### src/rtl/rr_arb4_code_gen.sv
`default_nettype none
// ============================================================================
// Module      : rr_arb4_code_gen
// Description : Four-requester round-robin arbiter producing a 2-bit binary
//               grant code for a downstream 2-to-4 one-hot decoder. A grant
//               is held until the owner releases, the owner drops its
//               request, or the hold counter reaches HOLD_MAX-1.
//
// Ports       : clk           in  1  rising-edge clock
//               rst           in  1  synchronous, active-high reset
//               req           in  4  request vector, bit i = requester i
//               owner_release in  1  current owner finished (ignored in IDLE)
//               grant_code    out 2  index of granted requester
//               grant_valid   out 1  grant_code is valid
//               timeout       out 1  1-cycle pulse when grant revoked by
//                                    hold timeout
//
//               The release input is named owner_release because "release"
//               is a reserved word in SystemVerilog.
//
// Revision    : 1.0  initial release
// ============================================================================
module rr_arb4_code_gen #(
    parameter int HOLD_MAX = 15,   // 1 .. 2**CNT_W
    parameter int CNT_W    = 4
) (
    input  logic       clk,
    input  logic       rst,
    input  logic [3:0] req,
    input  logic       owner_release,
    output logic [1:0] grant_code,
    output logic       grant_valid,
    output logic       timeout
);

    localparam logic [0:0] S_IDLE = 1'b0;
    localparam logic [0:0] S_BUSY = 1'b1;

    localparam logic [CNT_W-1:0] c_cnt_last = CNT_W'(HOLD_MAX - 1);

    logic [0:0]       r_state;
    logic [1:0]       r_ptr;
    logic [CNT_W-1:0] r_cnt;
    logic [1:0]       r_grant_code;
    logic             r_grant_valid;
    logic             r_timeout;

    logic [0:0]       w_state_nxt;
    logic [1:0]       w_ptr_nxt;
    logic [CNT_W-1:0] w_cnt_nxt;
    logic [1:0]       w_code_nxt;
    logic             w_valid_nxt;
    logic             w_tmo_nxt;

    // ------------------------------------------------------------------
    // Round-robin pick: rotate the request vector so that bit 0 is the
    // requester at ptr, take the lowest set bit, then add ptr back.
    // ------------------------------------------------------------------
    logic [7:0] w_dbl;
    logic [7:0] w_rot;
    logic [1:0] w_off;
    logic [1:0] w_idx;
    logic       w_any;

    assign w_dbl = {req, req};
    assign w_rot = w_dbl >> r_ptr;
    assign w_any = |req;
    assign w_idx = r_ptr + w_off;

    always_comb begin
        w_off = 2'd0;
        for (int j = 3; j >= 0; j--) begin
            if (w_rot[j]) begin
                w_off = 2'(j);
            end
        end
    end

    // Grant-termination conditions, meaningful only in BUSY.
    logic w_end_rel;
    logic w_end_drop;
    logic w_end_tmo;
    logic w_end;

    assign w_end_rel  = owner_release;
    assign w_end_drop = ~req[r_grant_code];
    assign w_end_tmo  = (r_cnt == c_cnt_last);
    assign w_end      = w_end_rel | w_end_drop | w_end_tmo;

    // ------------------------------------------------------------------
    // State register (also registers every output and the datapath)
    // ------------------------------------------------------------------
    always_ff @(posedge clk) begin
        if (rst) begin
            r_state       <= S_IDLE;
            r_ptr         <= 2'd0;
            r_cnt         <= '0;
            r_grant_code  <= 2'b00;
            r_grant_valid <= 1'b0;
            r_timeout     <= 1'b0;
        end else begin
            r_state       <= w_state_nxt;
            r_ptr         <= w_ptr_nxt;
            r_cnt         <= w_cnt_nxt;
            r_grant_code  <= w_code_nxt;
            r_grant_valid <= w_valid_nxt;
            r_timeout     <= w_tmo_nxt;
        end
    end

    // ------------------------------------------------------------------
    // Next-state logic
    // ------------------------------------------------------------------
    always_comb begin
        w_state_nxt = r_state;
        case (r_state)
            S_IDLE: if (w_any) w_state_nxt = S_BUSY;
            S_BUSY: if (w_end) w_state_nxt = S_IDLE;
            default: w_state_nxt = S_IDLE;
        endcase
    end

    // ------------------------------------------------------------------
    // Output / datapath next values
    // ------------------------------------------------------------------
    always_comb begin
        w_ptr_nxt   = r_ptr;
        w_cnt_nxt   = r_cnt;
        w_code_nxt  = r_grant_code;   // code is retained while not valid
        w_valid_nxt = 1'b0;
        w_tmo_nxt   = 1'b0;
        case (r_state)
            S_IDLE: begin
                if (w_any) begin
                    w_code_nxt  = w_idx;
                    w_valid_nxt = 1'b1;
                    w_cnt_nxt   = '0;
                end
            end
            S_BUSY: begin
                if (w_end) begin
                    w_ptr_nxt = r_grant_code + 2'd1;
                    w_cnt_nxt = '0;
                    // Release and request-drop take precedence over timeout.
                    w_tmo_nxt = w_end_tmo & ~w_end_rel & ~w_end_drop;
                end else begin
                    w_valid_nxt = 1'b1;
                    w_cnt_nxt   = r_cnt + CNT_W'(1);
                end
            end
            default: begin
                w_valid_nxt = 1'b0;
            end
        endcase
    end

    assign grant_code  = r_grant_code;
    assign grant_valid = r_grant_valid;
    assign timeout     = r_timeout;

endmodule
`default_nettype wire

### config.mk
export PLATFORM = sky130hd
export DESIGN_NAME = rr_arb4_code_gen
export DESIGN_NICKNAME = d
export VERILOG_FILES = /design/src/rtl/rr_arb4_code_gen.sv
export SDC_FILE = /design/constraint.sdc
export NUM_CORES = 1
export LEC_CHECK = 0
export ABC_AREA = 1
export CAP_MARGIN = 40
export CELL_PAD_IN_SITES_DETAIL_PLACEMENT = 0
export CELL_PAD_IN_SITES_GLOBAL_PLACEMENT = 1
export CORE_MARGIN = 1.5
export CORE_UTILIZATION = 38
export CTS_CLUSTER_DIAMETER = 80
export DETAILED_ROUTE_END_ITERATION = 10
export HOLD_SLACK_MARGIN = 0.12
export PLACE_DENSITY_LB_ADDON = 0.1
export SLEW_MARGIN = 20
export SYNTH_ARGS = -nofsm -noshare
export SYNTH_HDL_FRONTEND = slang
export SYNTH_SLANG_ARGS = --single-unit
### constraint.sdc
create_clock -name clk -period 2.48 [get_ports clk]
set_input_delay 0.496 -clock clk [delete_from_list [all_inputs] [get_ports clk]]
set_output_delay 0.496 -clock clk [all_outputs]
set_load 0.03 [all_outputs]
==> out/qor.yml <==
status: "completed"
dieArea_sq_um: 2020
drc_errors: 0
synthCells: 101
fin_tns_setup_ns: 0
finalInstanceArea_sq_um: 816
wl_met3_microns: 93
cts_setup_buffers: 0
first_global_vias: 519
fin_util_pct: 51.7
rr_endpoint: "grant_code[1]"
cp_top_family: "buffers and inverters"
cts_max_path_buffers: 2
core.rowCount: 14
worstPathRequired_ns: 1.98
antenna_found_initial: 0
grt_pass1_wl_microns: 2160
hold_violations: 0
synth_warnings: 0
wl_microns: 1280
cp-start-kind: "flip-flop"
cap_violations: 0
cp_cell_sequence: "clkdlybuf4s50_1"
synth_cell_types: 19
post-route-period-util_pct: 76.9
layout-drive-gt1-share_pct: 8.77
tightestPinTransition_ns: 0.303
ff2ff_setup_slack_ns: 0.82
routabilityCongestion: 0.836
overflow: 0
placed_area_sq_um: 779
yosysSeqAreaShare_pct: 30.0
drv_slew: 0
portBuffers: 10
ir_drop_mv: 0.336
wl_met2_microns: 525
holdBufCountCts: 0
io_pins: 11
cpPeakStageDelay_ns: 0.71
wirelength_met1_microns: 660
path_buf_inv: 1
cpMaxStageDelayCell: "clkdlybuf4s50_1"
reg2reg_depth: 12
crit_arrival_ns: 1.41
fin_nets: 125
leakage_nw: 0.398
dr.pass1.iters: 4
cp-startpoint: "grant_code[0]"
ant_nets: 0
wl_per_cell_microns: 9.84
numCtsBuffers: 3
syn2layout_area_growth_pct: 22.3
cp_max_fo: 5
top_layer_used: "met3"
dpl.hpwl_microns: 1040
hp-class: "flip-flop to flip-flop"
grt_max_degree: 8
drt-vias-per-instance: 5.03
ctsResizeCount: 0
max_freq_mhz: 525
drt_iter0_markers: 10
via_count: 654
fin_skew_ns: 0.00416
die_y_microns: 44.9
critical_path.endpoint_type: "output pin"
clk_pin_slew_ns: 0.07
cp-endpoint: "grant_code[0]"
ctsHtreeMaxLevel: 1
die_w_microns: 44.9
setup_viol: 0
antenna_cells: 0
cts_tree: "done"
period_minus_slack_ns: 1.91
clock-sinks: 10
relSlewSlack_pct: 79.7
cts-root-buf: "clkbuf_4"
grt_use_total_pct: 14.8
initial_utilization_pct: 42.3
coreArea_sq_um: 1580
syn_nets: 111
power_density_nw_per_um2: 617
synth_seq_cells: 10
r2r_start: "r_ptr[0]"
synth.cell_area_sq_um: 667
clock_latency_ns: 0.27
synth_area_per_cell_sq_um: 6.60
path_class: "flip-flop to output pin"
nFillCells: 147
rsz0062_at_grt: "no"
cp.depth: 1
## cell usage in the layout (no fill, tap or decap)
cell type         n
nand3_1          14
clkdlybuf4s50_1  10
o21a_1            2
nand4_1           1
clkbuf_8          1
nor2_1            9
nand2_1          25
ha_1              3
nand4_4           1
clkbuf_4          3
nand3_2           1
a21oi_1           5
o21ai_0           5
a21boi_0          1
inv_1            14
inv_2             2
nor4_1            1
nand2_2           2
dfxtp_1          10
xor2_1            3
xnor2_1           1
## metrics by stage
stage	setup slack [ns]	hold slack, ns	instances	power, mW
after global routing	0.474	0.543	130	0.548
after detailed placement	0.369	0.500	126	0.362
after floorplan	0.961	0.475	101	0.315
after global placement	0.382	0.498	126	0.362
after CTS	0.559	0.515	130	0.512
final	0.574	0.519	130	0.503
## cell type report
class,instances,area [sq um],share of cell area [%]
Inverter,16,60.1,7.36
Tap cell,16,20.0,2.45
Sequential cell,10,200,24.5
Timing Repair Buffer,10,100,12.3
Multi-Input combinational cell,74,399,48.9
Clock buffer,4,36.3,4.45
## report_power, final
group | leakage [nW] | switching, mW | internal (mW)
registers | 0.0818 | 0.0215 | 0.174
clock network | 0.0210 | 0.0569 | 0.0892
logic | 0.295 | 0.0951 | 0.0664
total | 0.398 | 0.174 | 0.330
## flip-flops by register name, summed over array words and instances (netlist names)
register and cells:
r_cnt 4, grant_code 2, r_ptr 2, grant_valid 1
timeout 1
## tightest hold or removal path: cells and delay by family, from the launching register on
| family | cells | cell delay, ns |
|---|---|---|
| AND/OR/NAND/NOR | 1 | 0.07 |
| flip-flops | 1 | 0.34 |
| AO/OA/AOI/OAI | 1 | 0.06 |
## synthesized netlist by cell type
cell type	n	share of area [%]
nand2_1	25	14
inv_1	14	7.9
nand3_1	14	11
dfxtp_1	10	30
nor2_1	9	5.1
a21oi_1	5	3.8
o21ai_0	5	3.8
ha_1	3	5.6
xor2_1	3	3.9
inv_2	2	1.1
nand2_2	2	1.9
o21a_1	2	2.3
a21boi_0	1	1.1
buf_4	1	1.1
nand3_2	1	1.5
nand4_1	1	0.94
nand4_4	1	3.2
nor4_1	1	0.94
xnor2_1	1	1.3
## cells by family after synthesis
group | synth area share [%]
compound gates | 10.9
xor+xnor | 5.25
simple gates | 38.1
buf+inv | 10.1
fa+ha+maj | 5.63
flops | 30.0
## worst min path at each step
stage                  start       end  slack [ns]  cells after the start
CTS                 r_cnt[2]  r_cnt[2]        0.51                      2
detailed placement  r_cnt[2]  r_cnt[2]        0.50                      2
global route        r_cnt[0]  r_cnt[0]        0.54                      2
floorplan           r_cnt[2]  r_cnt[2]        0.47                      2
finish              r_cnt[2]  r_cnt[2]        0.52                      2
global placement    r_cnt[2]  r_cnt[2]        0.50                      2
## layer usage
layer  vias up  GRT usage [%]
li1        354              -
met1       281           21.9
met2        19           19.1
met3         0           7.20
met4         0           3.53
met5         -              0
Note: power is estimated with default switching activity, not from simulation.
